$ cat src/rtl/lr_bus_pkg.sv
// Shared constants and types for the lr35902 memory-bus responder.
// Optional build macro LR_BUS_ECHO_EN selects echo-RAM mapping (used by lr_bus and lr_dma).
package lr_bus_pkg;

  localparam int unsigned DMA_LEN    = 160;
  localparam int unsigned DMA_SETUP  = 1;
  localparam logic [7:0]  SETUP_LAST = 8'(DMA_SETUP - 1);
  localparam logic [7:0]  LEN_LAST   = 8'(DMA_LEN - 1);

  localparam logic [15:0] EXT_LIMIT    = 16'hDFFF;
  localparam logic [15:0] ECHO_LIMIT   = 16'hFDFF;
  localparam logic [15:0] ECHO_OFFSET  = 16'h2000;
  localparam logic [15:0] OAM_LIMIT    = 16'hFE9F;
  localparam logic [15:0] UNUSED_LIMIT = 16'hFEFF;
  localparam logic [15:0] IO_LIMIT     = 16'hFF7F;
  localparam logic [15:0] HRAM_LIMIT   = 16'hFFFE;
  localparam logic [15:0] ADDR_IF      = 16'hFF0F;
  localparam logic [15:0] ADDR_DMA     = 16'hFF46;
  localparam logic [15:0] ADDR_IE      = 16'hFFFF;

  localparam logic [7:0]  ECHO_SRC_BASE  = 8'hE0;
  localparam logic [7:0]  ECHO_SRC_DELTA = 8'h20;

  localparam int unsigned HRAM_DEPTH = 128;

  typedef enum logic [1:0] {StIdle, StSetup, StXfer} dma_state_e;

  typedef enum logic [3:0] {
    RegExt, RegEcho, RegOam, RegUnused, RegIo, RegIf, RegDma, RegHram, RegIe
  } region_e;

  function automatic region_e decode_region(input logic [15:0] addr);
    region_e r;
    if (addr <= EXT_LIMIT)         r = RegExt;
    else if (addr <= ECHO_LIMIT)   r = RegEcho;
    else if (addr <= OAM_LIMIT)    r = RegOam;
    else if (addr <= UNUSED_LIMIT) r = RegUnused;
    else if (addr == ADDR_IF)      r = RegIf;
    else if (addr == ADDR_DMA)     r = RegDma;
    else if (addr <= IO_LIMIT)     r = RegIo;
    else if (addr <= HRAM_LIMIT)   r = RegHram;
    else                           r = RegIe;
    return r;
  endfunction

endpackage

$ cat src/rtl/lr_dma.sv
// OAM DMA engine: FF46 source register, setup delay, then one byte per cycle into OAM.
// With LR_BUS_ECHO_EN defined, sources E0-FF are folded down by 0x20 onto WRAM.
module lr_dma
  import lr_bus_pkg::*;
(
  input  logic        clock4,
  input  logic        resetn,
  input  logic        i_start,
  input  logic [7:0]  i_src,
  output logic        o_busy,
  output logic        o_xfer,
  output logic [7:0]  o_src,
  output logic [15:0] o_ext_addr,
  output logic [7:0]  o_oam_addr
);

  dma_state_e r_state, w_state_next;
  logic [7:0] r_src;
  logic [7:0] r_idx, w_idx_next;
  logic [7:0] w_src_eff;

  always_ff @(posedge clock4 or negedge resetn) begin
    if (!resetn) begin
      r_state <= StIdle;
      r_src   <= 8'hFF;
      r_idx   <= 8'h00;
    end else begin
      r_state <= w_state_next;
      r_idx   <= w_idx_next;
      if (i_start) r_src <= i_src;
    end
  end

  // r_idx counts setup cycles in StSetup and is the byte index in StXfer.
  always_comb begin
    w_state_next = r_state;
    w_idx_next   = r_idx;
    if (i_start) begin
      w_state_next = StSetup;
      w_idx_next   = 8'h00;
    end else begin
      case (r_state)
        StSetup: begin
          if (r_idx == SETUP_LAST) begin
            w_state_next = StXfer;
            w_idx_next   = 8'h00;
          end else begin
            w_idx_next = r_idx + 8'd1;
          end
        end
        StXfer: begin
          if (r_idx == LEN_LAST) begin
            w_state_next = StIdle;
            w_idx_next   = 8'h00;
          end else begin
            w_idx_next = r_idx + 8'd1;
          end
        end
        StIdle:  w_state_next = StIdle;
        default: w_state_next = StIdle;
      endcase
    end
  end

`ifdef LR_BUS_ECHO_EN
  assign w_src_eff = (r_src >= ECHO_SRC_BASE) ? (r_src - ECHO_SRC_DELTA) : r_src;
`else
  assign w_src_eff = r_src;
`endif

  assign o_busy     = (r_state != StIdle);
  assign o_xfer     = (r_state == StXfer);
  assign o_src      = r_src;
  assign o_ext_addr = {w_src_eff, r_idx};
  assign o_oam_addr = r_idx;

endmodule

$ cat src/rtl/lr_bus.sv
// lr35902 memory-bus responder: decode, HRAM, IE/IF, OAM DMA, ext/OAM/IO routing.
// Build macro LR_BUS_ECHO_EN maps E000-FDFF onto ext at addr-0x2000.
module lr_bus
  import lr_bus_pkg::*;
(
  input  logic        clock4,
  input  logic        resetn,
  input  logic [15:0] i_cpu_addr,
  input  logic [7:0]  i_cpu_wdata,
  output logic [7:0]  o_cpu_rdata,
  input  logic        i_load,
  input  logic        i_store,
  output logic [15:0] o_ext_addr,
  input  logic [7:0]  i_ext_rdata,
  output logic [7:0]  o_ext_wdata,
  output logic        o_ext_re,
  output logic        o_ext_we,
  output logic [7:0]  o_oam_addr,
  input  logic [7:0]  i_oam_rdata,
  output logic [7:0]  o_oam_wdata,
  output logic        o_oam_we,
  output logic [6:0]  o_io_addr,
  input  logic [7:0]  i_io_rdata,
  output logic [7:0]  o_io_wdata,
  output logic        o_io_re,
  output logic        o_io_we,
  input  logic [4:0]  i_irq_req,
  input  logic [4:0]  i_irq_ack,
  output logic        o_irq_pending,
  output logic        o_dma_busy
);

  logic [4:0]  r_if;
  logic [7:0]  r_ie;
  logic [7:0]  r_hram [HRAM_DEPTH];

  region_e     w_region;
  logic        w_access, w_cpu_blocked;
  logic [7:0]  w_rd;
  logic [15:0] w_cpu_ext_addr;
  logic        w_cpu_ext_re, w_cpu_ext_we;
  logic [7:0]  w_cpu_oam_addr;
  logic        w_cpu_oam_we;
  logic [6:0]  w_io_addr;
  logic        w_io_re, w_io_we;
  logic        w_hram_we, w_if_we, w_ie_we, w_dma_start;
  logic        w_dma_busy, w_dma_xfer;
  logic [7:0]  w_dma_src, w_dma_oam_addr;
  logic [15:0] w_dma_ext_addr;

  lr_dma u_dma (
    .clock4     (clock4),
    .resetn     (resetn),
    .i_start    (w_dma_start),
    .i_src      (i_cpu_wdata),
    .o_busy     (w_dma_busy),
    .o_xfer     (w_dma_xfer),
    .o_src      (w_dma_src),
    .o_ext_addr (w_dma_ext_addr),
    .o_oam_addr (w_dma_oam_addr)
  );

  assign w_region      = decode_region(i_cpu_addr);
  assign w_access      = i_load | i_store;
  // While DMA owns the bus, everything below FF00 is invisible to the CPU.
  assign w_cpu_blocked = w_dma_busy & (i_cpu_addr <= UNUSED_LIMIT);

  always_comb begin
    w_rd           = 8'h00;
    w_cpu_ext_addr = 16'h0000;
    w_cpu_ext_re   = 1'b0;
    w_cpu_ext_we   = 1'b0;
    w_cpu_oam_addr = 8'h00;
    w_cpu_oam_we   = 1'b0;
    w_io_addr      = 7'h00;
    w_io_re        = 1'b0;
    w_io_we        = 1'b0;
    w_hram_we      = 1'b0;
    w_if_we        = 1'b0;
    w_ie_we        = 1'b0;
    w_dma_start    = 1'b0;
    if (w_cpu_blocked) begin
      w_rd = 8'hFF;
    end else if (w_access) begin
      unique case (w_region)
        RegExt: begin
          w_cpu_ext_addr = i_cpu_addr;
          w_cpu_ext_re   = i_load;
          w_cpu_ext_we   = i_store;
          w_rd           = i_ext_rdata;
        end
        RegEcho: begin
`ifdef LR_BUS_ECHO_EN
          w_cpu_ext_addr = i_cpu_addr - ECHO_OFFSET;
          w_cpu_ext_re   = i_load;
          w_cpu_ext_we   = i_store;
          w_rd           = i_ext_rdata;
`else
          w_rd = 8'hFF;
`endif
        end
        RegOam: begin
          w_cpu_oam_addr = i_cpu_addr[7:0];
          w_cpu_oam_we   = i_store;
          w_rd           = i_oam_rdata;
        end
        RegUnused: w_rd = 8'h00;
        RegIo: begin
          w_io_addr = i_cpu_addr[6:0];
          w_io_re   = i_load;
          w_io_we   = i_store;
          w_rd      = i_io_rdata;
        end
        RegIf: begin
          w_rd    = {3'b111, r_if};
          w_if_we = i_store;
        end
        RegDma: begin
          w_rd        = w_dma_src;
          w_dma_start = i_store;
        end
        RegHram: begin
          w_rd      = r_hram[i_cpu_addr[6:0]];
          w_hram_we = i_store;
        end
        RegIe: begin
          w_rd    = r_ie;
          w_ie_we = i_store;
        end
        default: w_rd = 8'h00;
      endcase
    end
  end

  // Set pulses win over both the ack clear and a CPU write in the same cycle.
  always_ff @(posedge clock4 or negedge resetn) begin
    if (!resetn) begin
      r_if <= 5'h00;
      r_ie <= 8'h00;
    end else begin
      r_if <= ((w_if_we ? i_cpu_wdata[4:0] : r_if) & ~i_irq_ack) | i_irq_req;
      if (w_ie_we) r_ie <= i_cpu_wdata;
    end
  end

  always_ff @(posedge clock4) begin
    if (w_hram_we) r_hram[i_cpu_addr[6:0]] <= i_cpu_wdata;
  end

  assign o_cpu_rdata   = i_load ? w_rd : 8'h00;
  assign o_ext_addr    = w_dma_xfer ? w_dma_ext_addr : w_cpu_ext_addr;
  assign o_ext_re      = w_dma_xfer | w_cpu_ext_re;
  assign o_ext_we      = w_cpu_ext_we;
  assign o_ext_wdata   = w_cpu_ext_we ? i_cpu_wdata : 8'h00;
  assign o_oam_addr    = w_dma_xfer ? w_dma_oam_addr : w_cpu_oam_addr;
  assign o_oam_we      = w_dma_xfer | w_cpu_oam_we;
  assign o_oam_wdata   = w_dma_xfer ? i_ext_rdata : (w_cpu_oam_we ? i_cpu_wdata : 8'h00);
  assign o_io_addr     = w_io_addr;
  assign o_io_re       = w_io_re;
  assign o_io_we       = w_io_we;
  assign o_io_wdata    = w_io_we ? i_cpu_wdata : 8'h00;
  assign o_irq_pending = |(r_ie[4:0] & r_if);
  assign o_dma_busy    = w_dma_busy;

endmodule
$ cat config.mk
export PLATFORM = sky130hd
export DESIGN_NAME = lr_bus
export DESIGN_NICKNAME = d
export VERILOG_FILES = /design/src/rtl/lr_bus_pkg.sv /design/src/rtl/lr_dma.sv /design/src/rtl/lr_bus.sv
export SDC_FILE = /design/constraint.sdc
export NUM_CORES = 1
export LEC_CHECK = 0
export ABC_AREA = 1
export BUFFER_PORTS_ARGS = -buffer_cell sky130_fd_sc_hd__buf_2
export CAP_MARGIN = 10
export CELL_PAD_IN_SITES_DETAIL_PLACEMENT = 1
export CELL_PAD_IN_SITES_GLOBAL_PLACEMENT = 2
export CORE_UTILIZATION = 37
export CTS_CLUSTER_DIAMETER = 200
export CTS_CLUSTER_SIZE = 12
export DETAILED_ROUTE_END_ITERATION = 10
export GPL_TIMING_DRIVEN = 0
export PLACE_DENSITY = 0.85
export SETUP_SLACK_MARGIN = 0.2
export SLEW_MARGIN = 30
export SYNTH_ARGS = -nofsm -noshare
export SYNTH_HDL_FRONTEND = slang
export SYNTH_HIERARCHICAL = 1
export SYNTH_SLANG_ARGS = --single-unit
$ cat constraint.sdc
create_clock -name clock4 -period 2.23 [get_ports clock4]
set_input_delay 0.223 -clock clock4 [delete_from_list [all_inputs] [get_ports clock4]]
set_output_delay 0.223 -clock clock4 [all_outputs]
set_load 0.03 [all_outputs]
Yosys cells after proc, flatten, opt, wreduce, memory -nomap -nowiden
Memories as Yosys holds them, arrays and structs flattened.
Index checks and enable logic that the tools add are counted.
{"block": "classes", "add_sub_neg": 1, "mul": 0, "div_mod_pow": 0, "order_cmp": 6, "eq_ne": 14, "shift": 0, "muxes": 65, "bitwise": 8, "reduce_logical": 6}
{"operator": "8-bit two-way mux", "count": 14}
{"operator": "16-bit <= comparator (second input constant)", "count": 6}
{"operator": "16-bit two-way mux", "count": 4}
{"operator": "8-bit case mux with 8 select lines", "count": 1}
{"operator": "16-bit == test (second input constant)", "count": 2}
{"operator": "4-bit two-way mux", "count": 8}
{"operator": "1-bit two-way mux", "count": 29}
{"operator": "7-bit two-way mux", "count": 3}
{"operator": "4-bit by 3-bit == test with 1-bit output (second input constant)", "count": 4}
{"operator": "8-bit case mux with 2 select lines", "count": 1}
{"operator": "5-bit bitwise AND", "count": 2}
{"operator": "8-bit by 1-bit adder with 8-bit output (second input constant)", "count": 1}
{"operator": "8-bit == test (second input constant)", "count": 1}
{"operator": "8-bit logical NOT", "count": 1}
{"operator": "2-bit two-way mux", "count": 3}
{"operator": "3-bit by 1-bit != test with 1-bit output (second input constant)", "count": 2}
{"operator": "5-bit two-way mux", "count": 1}
{"operator": "5-bit NOT", "count": 1}
{"operator": "5-bit OR", "count": 1}
{"operator": "5-bit OR reduction", "count": 1}
{"operator": "4-bit by 1-bit == test with 1-bit output (second input constant)", "count": 1}
{"operator": "4-bit by 2-bit == test with 1-bit output (second input constant)", "count": 1}
{"operator": "4-bit == test (second input constant)", "count": 1}
{"operator": "4-bit logical NOT", "count": 1}
{"operator": "other kinds (8)", "count": 10}
{"block": "word_totals", "regBits": 31, "latchBits": 0, "mem_bits_rw": 1024, "mem_bits_ro": 0, "in_bits": 62, "output_inout_bits": 70, "word_cells": 106, "memories": 1}
{"name": "r_hram", "words": 128, "width": 8, "rd": 1, "rd_ports_with_merged_regs": 0, "wr": 1, "line": "lr_bus.sv:35", "source": "logic [7:0] r_hram [HRAM_DEPTH];"}

Logic depth before layout (Yosys ltp)
{"block": "logic_depth", "word_depth": 16, "mapped_depth": 20, "ltp_nobuf": 17}

Cells and area by module
Netlist, hierarchy kept.
{"mod": "lr_bus", "instances": 1, "cells_per_inst": 4427, "area_each_um2": 45015.7, "seq_area_each_um2": 31074.8}
{"mod": "lr_dma", "instances": 1, "cells_per_inst": 134, "area_each_um2": 1067.3, "seq_area_each_um2": 460.4}

Least setup slack after synthesis
OpenSTA, ideal clock, no wires.
{"block": "synth_path", "path_type": "input port to output port", "from": "input i_cpu_addr[0]", "to": "output o_io_wdata[0]", "arrival_ns": 2.502, "required_ns": 2.007, "path_slack_ns": -0.495, "stages": 14, "path_buffers": 2, "path_cell_list": "buf_4 > nand2_1 > nor2_2 > nand2_1 > nand2_1 > nand3_1 > nand2_1 > nand2_1 > nand2_1 > nand3_1 > clkbuf_1 > nor2_1 > inv_1 > nor2_1"}
{"block": "synth_between", "elab_chain_cells": 14, "word_cells_on_any_way": 22, "classes_between": "6 x order compare; 3 x eq/ne; 12 x mux; 1 x bitwise"}
{"item": "start: declaration", "line": "lr_bus.sv:8", "source": "input logic [15:0] i_cpu_addr,"}
{"item": "16-bit <= comparator", "line": "lr_bus_pkg.sv:41", "source": "else if (addr <= HRAM_LIMIT) r = RegHram;"}
{"item": "4-bit two-way mux", "line": "lr_bus_pkg.sv:41"}
{"item": "4-bit two-way mux", "line": "lr_bus_pkg.sv:40", "source": "else if (addr <= IO_LIMIT) r = RegIo;"}
{"item": "4-bit two-way mux", "line": "lr_bus_pkg.sv:39", "source": "else if (addr == ADDR_DMA) r = RegDma;"}
{"item": "4-bit two-way mux", "line": "lr_bus_pkg.sv:38", "source": "else if (addr == ADDR_IF) r = RegIf;"}
{"item": "4-bit two-way mux", "line": "lr_bus_pkg.sv:37", "source": "else if (addr <= UNUSED_LIMIT) r = RegUnused;"}
{"item": "4-bit two-way mux", "line": "lr_bus_pkg.sv:36", "source": "else if (addr <= OAM_LIMIT) r = RegOam;"}
{"item": "4-bit two-way mux", "line": "lr_bus_pkg.sv:35", "source": "else if (addr <= ECHO_LIMIT) r = RegEcho;"}
{"item": "4-bit two-way mux", "line": "lr_bus_pkg.sv:34", "source": "if (addr <= EXT_LIMIT) r = RegExt;"}
{"item": "4-bit by 3-bit == test with 1-bit output", "line": "lr_bus.sv:85", "source": "unique case (w_region)"}
{"item": "1-bit two-way mux", "line": "lr_bus.sv:85"}
{"item": "1-bit two-way mux", "line": "lr_bus.sv:84", "source": "end else if (w_access) begin"}
{"item": "1-bit two-way mux *", "line": "lr_bus.sv:82", "source": "if (w_cpu_blocked) begin"}
{"item": "net o_io_we", "line": "lr_bus.sv:26", "source": "output logic o_io_we,"}
{"item": "8-bit two-way mux *", "line": "lr_bus.sv:161", "source": "assign o_io_wdata = w_io_we ? i_cpu_wdata : 8'h00;"}
{"item": "end: declaration", "line": "lr_bus.sv:24", "source": "output logic [7:0] o_io_wdata,"}
The timed path passes the listed nets; every way through them passes the cells marked *.

Final worst setup path
{"block": "layout_path", "from": "input i_cpu_addr[0]", "to": "output o_cpu_rdata[0]"}
{"block": "layout_between", "elab_chain_cells": 14, "word_cells_on_any_way": 30, "classes_between": "6 x order compare; 9 x eq/ne; 12 x mux; 1 x bitwise; 1 x reduce/logical; 1 x memory"}
{"item": "16-bit <= comparator", "line": "lr_bus_pkg.sv:41"}
{"item": "4-bit two-way mux", "line": "lr_bus_pkg.sv:41"}
{"item": "4-bit two-way mux", "line": "lr_bus_pkg.sv:40"}
{"item": "4-bit two-way mux", "line": "lr_bus_pkg.sv:39"}
{"item": "4-bit two-way mux", "line": "lr_bus_pkg.sv:38"}
{"item": "4-bit two-way mux", "line": "lr_bus_pkg.sv:37"}
{"item": "4-bit two-way mux", "line": "lr_bus_pkg.sv:36"}
{"item": "4-bit two-way mux", "line": "lr_bus_pkg.sv:35"}
{"item": "4-bit two-way mux", "line": "lr_bus_pkg.sv:34"}
{"item": "4-bit == test (tied with other cells)", "line": "lr_bus.sv:85"}
{"item": "8-bit case mux with 8 select lines", "line": "lr_bus.sv:85"}
{"item": "8-bit two-way mux", "line": "lr_bus.sv:84"}
{"item": "8-bit two-way mux *", "line": "lr_bus.sv:82"}
{"item": "8-bit two-way mux *", "line": "lr_bus.sv:150", "source": "assign o_cpu_rdata = i_load ? w_rd : 8'h00;"}
{"item": "end: declaration", "line": "lr_bus.sv:10", "source": "output logic [7:0] o_cpu_rdata,"}
Mark *: on every way between the ends. The rest lies on a longest branch, timed or not.

==> results.md <==
* Worst Path Max Fanout at 10
* Slew headroom at 0.3737
* Antenna violations before repair at 17
* Largest family of logic cells by synthesized area: simple AND/OR/NAND/NOR gates
* GRT Util Overall at 0.3292
* Root Driver: clkbuf_16
* Post-DP Area at 49,750 sq um
* Xor and xnor area share after synthesis at 0.0005702
* Post-DR wirelength/cell at 32.33 microns
* Row count at 129
* Worst hold-check path type: in2reg
* Synth top area cells: edfxtp_1 (67%), nand2_1 (13%), nor2_1 (6.1%), o21ai_0 (3.4%), inv_1 (2.9%)
* Cell count after synthesis at 4,561
* Syn Std Cell Area at 46,080 sq um
* H-tree depth at 3
* Max Buffers Root-to-Sink at 3
* CTS Buf Count at 97
* Pre-Repair DR Iteration Count at 7
* Synth area leader: edfxtp_1
* IO Count at 132
* Placement Setup Slack at -2.038 ns
* Synth warn at 6
* Final Power at 41.32 mW
* First-pass GRT wire length at 285,800 microns
* RePlAce Congestion at 1.062
* Post-DP HPWL at 138,500 microns
* MaxCap Viol Count at 0
* Via density at 5.738
* Hold Vio Cnt, Final at 0
* Fin Clk Skew at 0.02645 ns
* FF+latch count, synth at 1,055
* Worst setup SP type: input port
* Leakage power at 22.50 nW
* Post-synth EDFFs at 1,024
* Ys flop type: edfxtp_1
* CP required at 2.01 ns
* Hold Slack at 0.009197 ns
* Clock sinks at 1,055
* Detailed-route DRC error count at 0
* Arrival @ worst endpoint at 2.78 ns
* Max VDD drop at 0.5103 mV
* Clock-pin slew on the worst setup and hold paths at 0.06 ns
* Placeable Area at 123,600 sq um
* Fraction of layout cells with a size suffix above 1 at 0.1937
* RSZ-0062 raised after global routing: true
* Starting Density at 0.3727
* FMAX at 0.3325 GHz
* Post-synthesis cell type count at 41
* Total Die Area at 126,000 sq um
* Die Wd at 354.9 microns
* Synth Area in Adders at 0.0005430
* Final WL at 212,100 microns
* Type of the worst setup path: in2out
* Min Tclk post-route at 3.008 ns
* Grt ovf at 0
* Clock network latency to the later pin of the worst-skew pair at 0.72 ns
* Power Density at 731.6 nW/um^2
* Vias at 37,647
* Simple-Gate Fraction of Synth Area at 0.2121
* Ys async rst share at 0.02938
* Final Max Tran Viols at 0
* Vias in the first global route at 36,757
* Syn Area/Cell at 10.10 sq um
* Fin nets at 4,958
* Fin crit share at 1.349
* Final worst setup slack at -0.7779 ns
* TritonCTS clock tree: built
* Die H at 354.9 microns
* Register area share after synthesis at 0.6843
* Synth Area in Compound Gates at 0.04990
* Yosys top cell area share at 0.6673
* Finish-stage setup viols at 1,022
* Outcome: finished, violations left
* Setup crit end kind: output pin
* Worst Max-Slew Pin Slew at 0.9395 ns
* Most common library cells after synthesis: nand2_1 (1,615), edfxtp_1 (1,024), nor2_1 (755)
* Failing checks: negative setup slack
* Detailed Route Iter0 Violations at 5,267
* Largest net degree at the start of global routing at 104
* Multiplexer share of the synthesized area at 0
* Port bufs at 129
* Post-route cell area at 56,480 sq um
* Area grow syn2layout at 22.56%
* Post-route ant nets at 0
* Most common cell in the netlist: nand2_1
-- cells in the final DEF (no fill, tap or decap), types with 11 or more instances in the layout --
cell / Yosys / layout
a21oi_1: 19 / 17
buf_12: 0 / 46
buf_16: 0 / 13
buf_2: 44 / 72
buf_4: 18 / 107
buf_6: 8 / 58
buf_8: 0 / 27
clkbuf_1: 126 / 26
clkbuf_16: 0 / 106
clkbuf_2: 0 / 26
clkbuf_4: 0 / 32
clkbuf_8: 0 / 32
dfrtp_1: 23 / 23
dlygate4sd3_1: 0 / 21
edfxtp_1: 1024 / 1024
inv_1: 352 / 336
inv_2: 9 / 11
nand2_1: 1615 / 1488
nand2_2: 5 / 112
nand2_4: 2 / 21
nand3_1: 44 / 27
nand3_2: 4 / 13
nand4_1: 16 / 16
nor2_1: 755 / 595
nor2_2: 7 / 56
nor2_4: 2 / 113
o21ai_0: 314 / 224
o21ai_1: 0 / 65
o21ai_2: 0 / 20
o21bai_1: 11 / 11
o22ai_1: 56 / 53
-- metrics by stage --
stage / std cells / TNS (ns) / util
2_1_floorplan: 4568 / -272.89 / -
3_3_place_gp: 6334 / -2115.22 / 0.3968
3_5_place_dp: 6346 / -1455.87 / 0.4024
4_1_cts: 6524 / -221.13 / 0.4454
5_1_grt: 6558 / -245.75 / 0.4568
6_report: 6561 / -221.85 / 0.4568
-- path summary, 6_finish.rpt --
path                                       start             endpoint  slack, ns  depth (start not counted)
worst max-delay path               i_cpu_addr[0]       o_cpu_rdata[0]      -0.78                         18
worst min-delay path              i_cpu_wdata[5]        r_hram[50][5]      0.009                          2
worst max register to register  u_dma/r_state[1]        r_hram[94][0]      -0.36                         11
worst min register to register    u_dma/o_src[0]       u_dma/o_src[0]       0.49                          2
max in group asynchronous                 resetn  u_dma/o_oam_addr[2]       1.52                          2
min in group asynchronous                 resetn              r_if[2]       0.18                          2
-- worst max-delay path, cell delays in order --
cell	delay (ns)
buf_12	0.17
inv_6	0.09
clkbuf_16	0.18
nand3_2	0.22
clkbuf_4	0.34
o22ai_1	0.10
nor2_1	0.12
nand2_1	0.09
nand2_1	0.19
nand3_1	0.10
nand2_1	0.07
inv_1	0.10
nor2_4	0.24
nand2_2	0.11
nand4_1	0.09
nand2_1	0.07
inv_1	0.10
buf_6	0.14
-- cell families after synthesis --
| group | after synthesis |
|---|---|
| compound gates | 425 |
| buf+inv | 594 |
| simple gates | 2481 |
| fa+ha+maj | 2 |
| flops | 1055 |
| other cells | 1 |
| xor+xnor | 3 |
-- state kept, by name, summed over array words and instances (netlist names) --
register and count:
r_hram 1024, r_ie 8, u_dma/o_oam_addr 8, u_dma/o_src 8
r_if 5, u_dma/r_state 2
-- power by group --
| group | switching (mW) | internal [mW] |
|---|---|---|
| combinational | 3.09 | 1.10 |
| sequential | 0.0111 | 21.7 |
| clock | 7.49 | 7.89 |
-- area by class of cell --
| cell class | instances | area [sq um] |
|---|---|---|
| clock inverter | 6 | 75.07 |
| fill | 13427 | 67160 |
| inverter | 370 | 1493 |
| multi-input combinational | 2919 | 14020 |
| sequential | 1055 | 31540 |
| clock buffer | 118 | 2527 |
| tap | 1637 | 2048 |
| buffer | 224 | 2460 |
| timing repair buffer | 227 | 2310 |
| antenna | 5 | 12.51 |
-- timing repair --
action	CTS	global route
cloned	0	3
pin swaps	43	63
hold buffers	28	0
endpoints found under the hold margin	293	0
resized for setup	660	399
endpoints found under the setup margin	1101	1091
buffers inserted	26	29
-- per-layer routing --
layer	wire (microns)	track usage
met1	78530	0.4175
met2	95000	0.5128
met3	23790	0.08067
met4	14600	0.1901
met5	197	0.008302
Note: power is estimated with default switching activity, not from simulation.
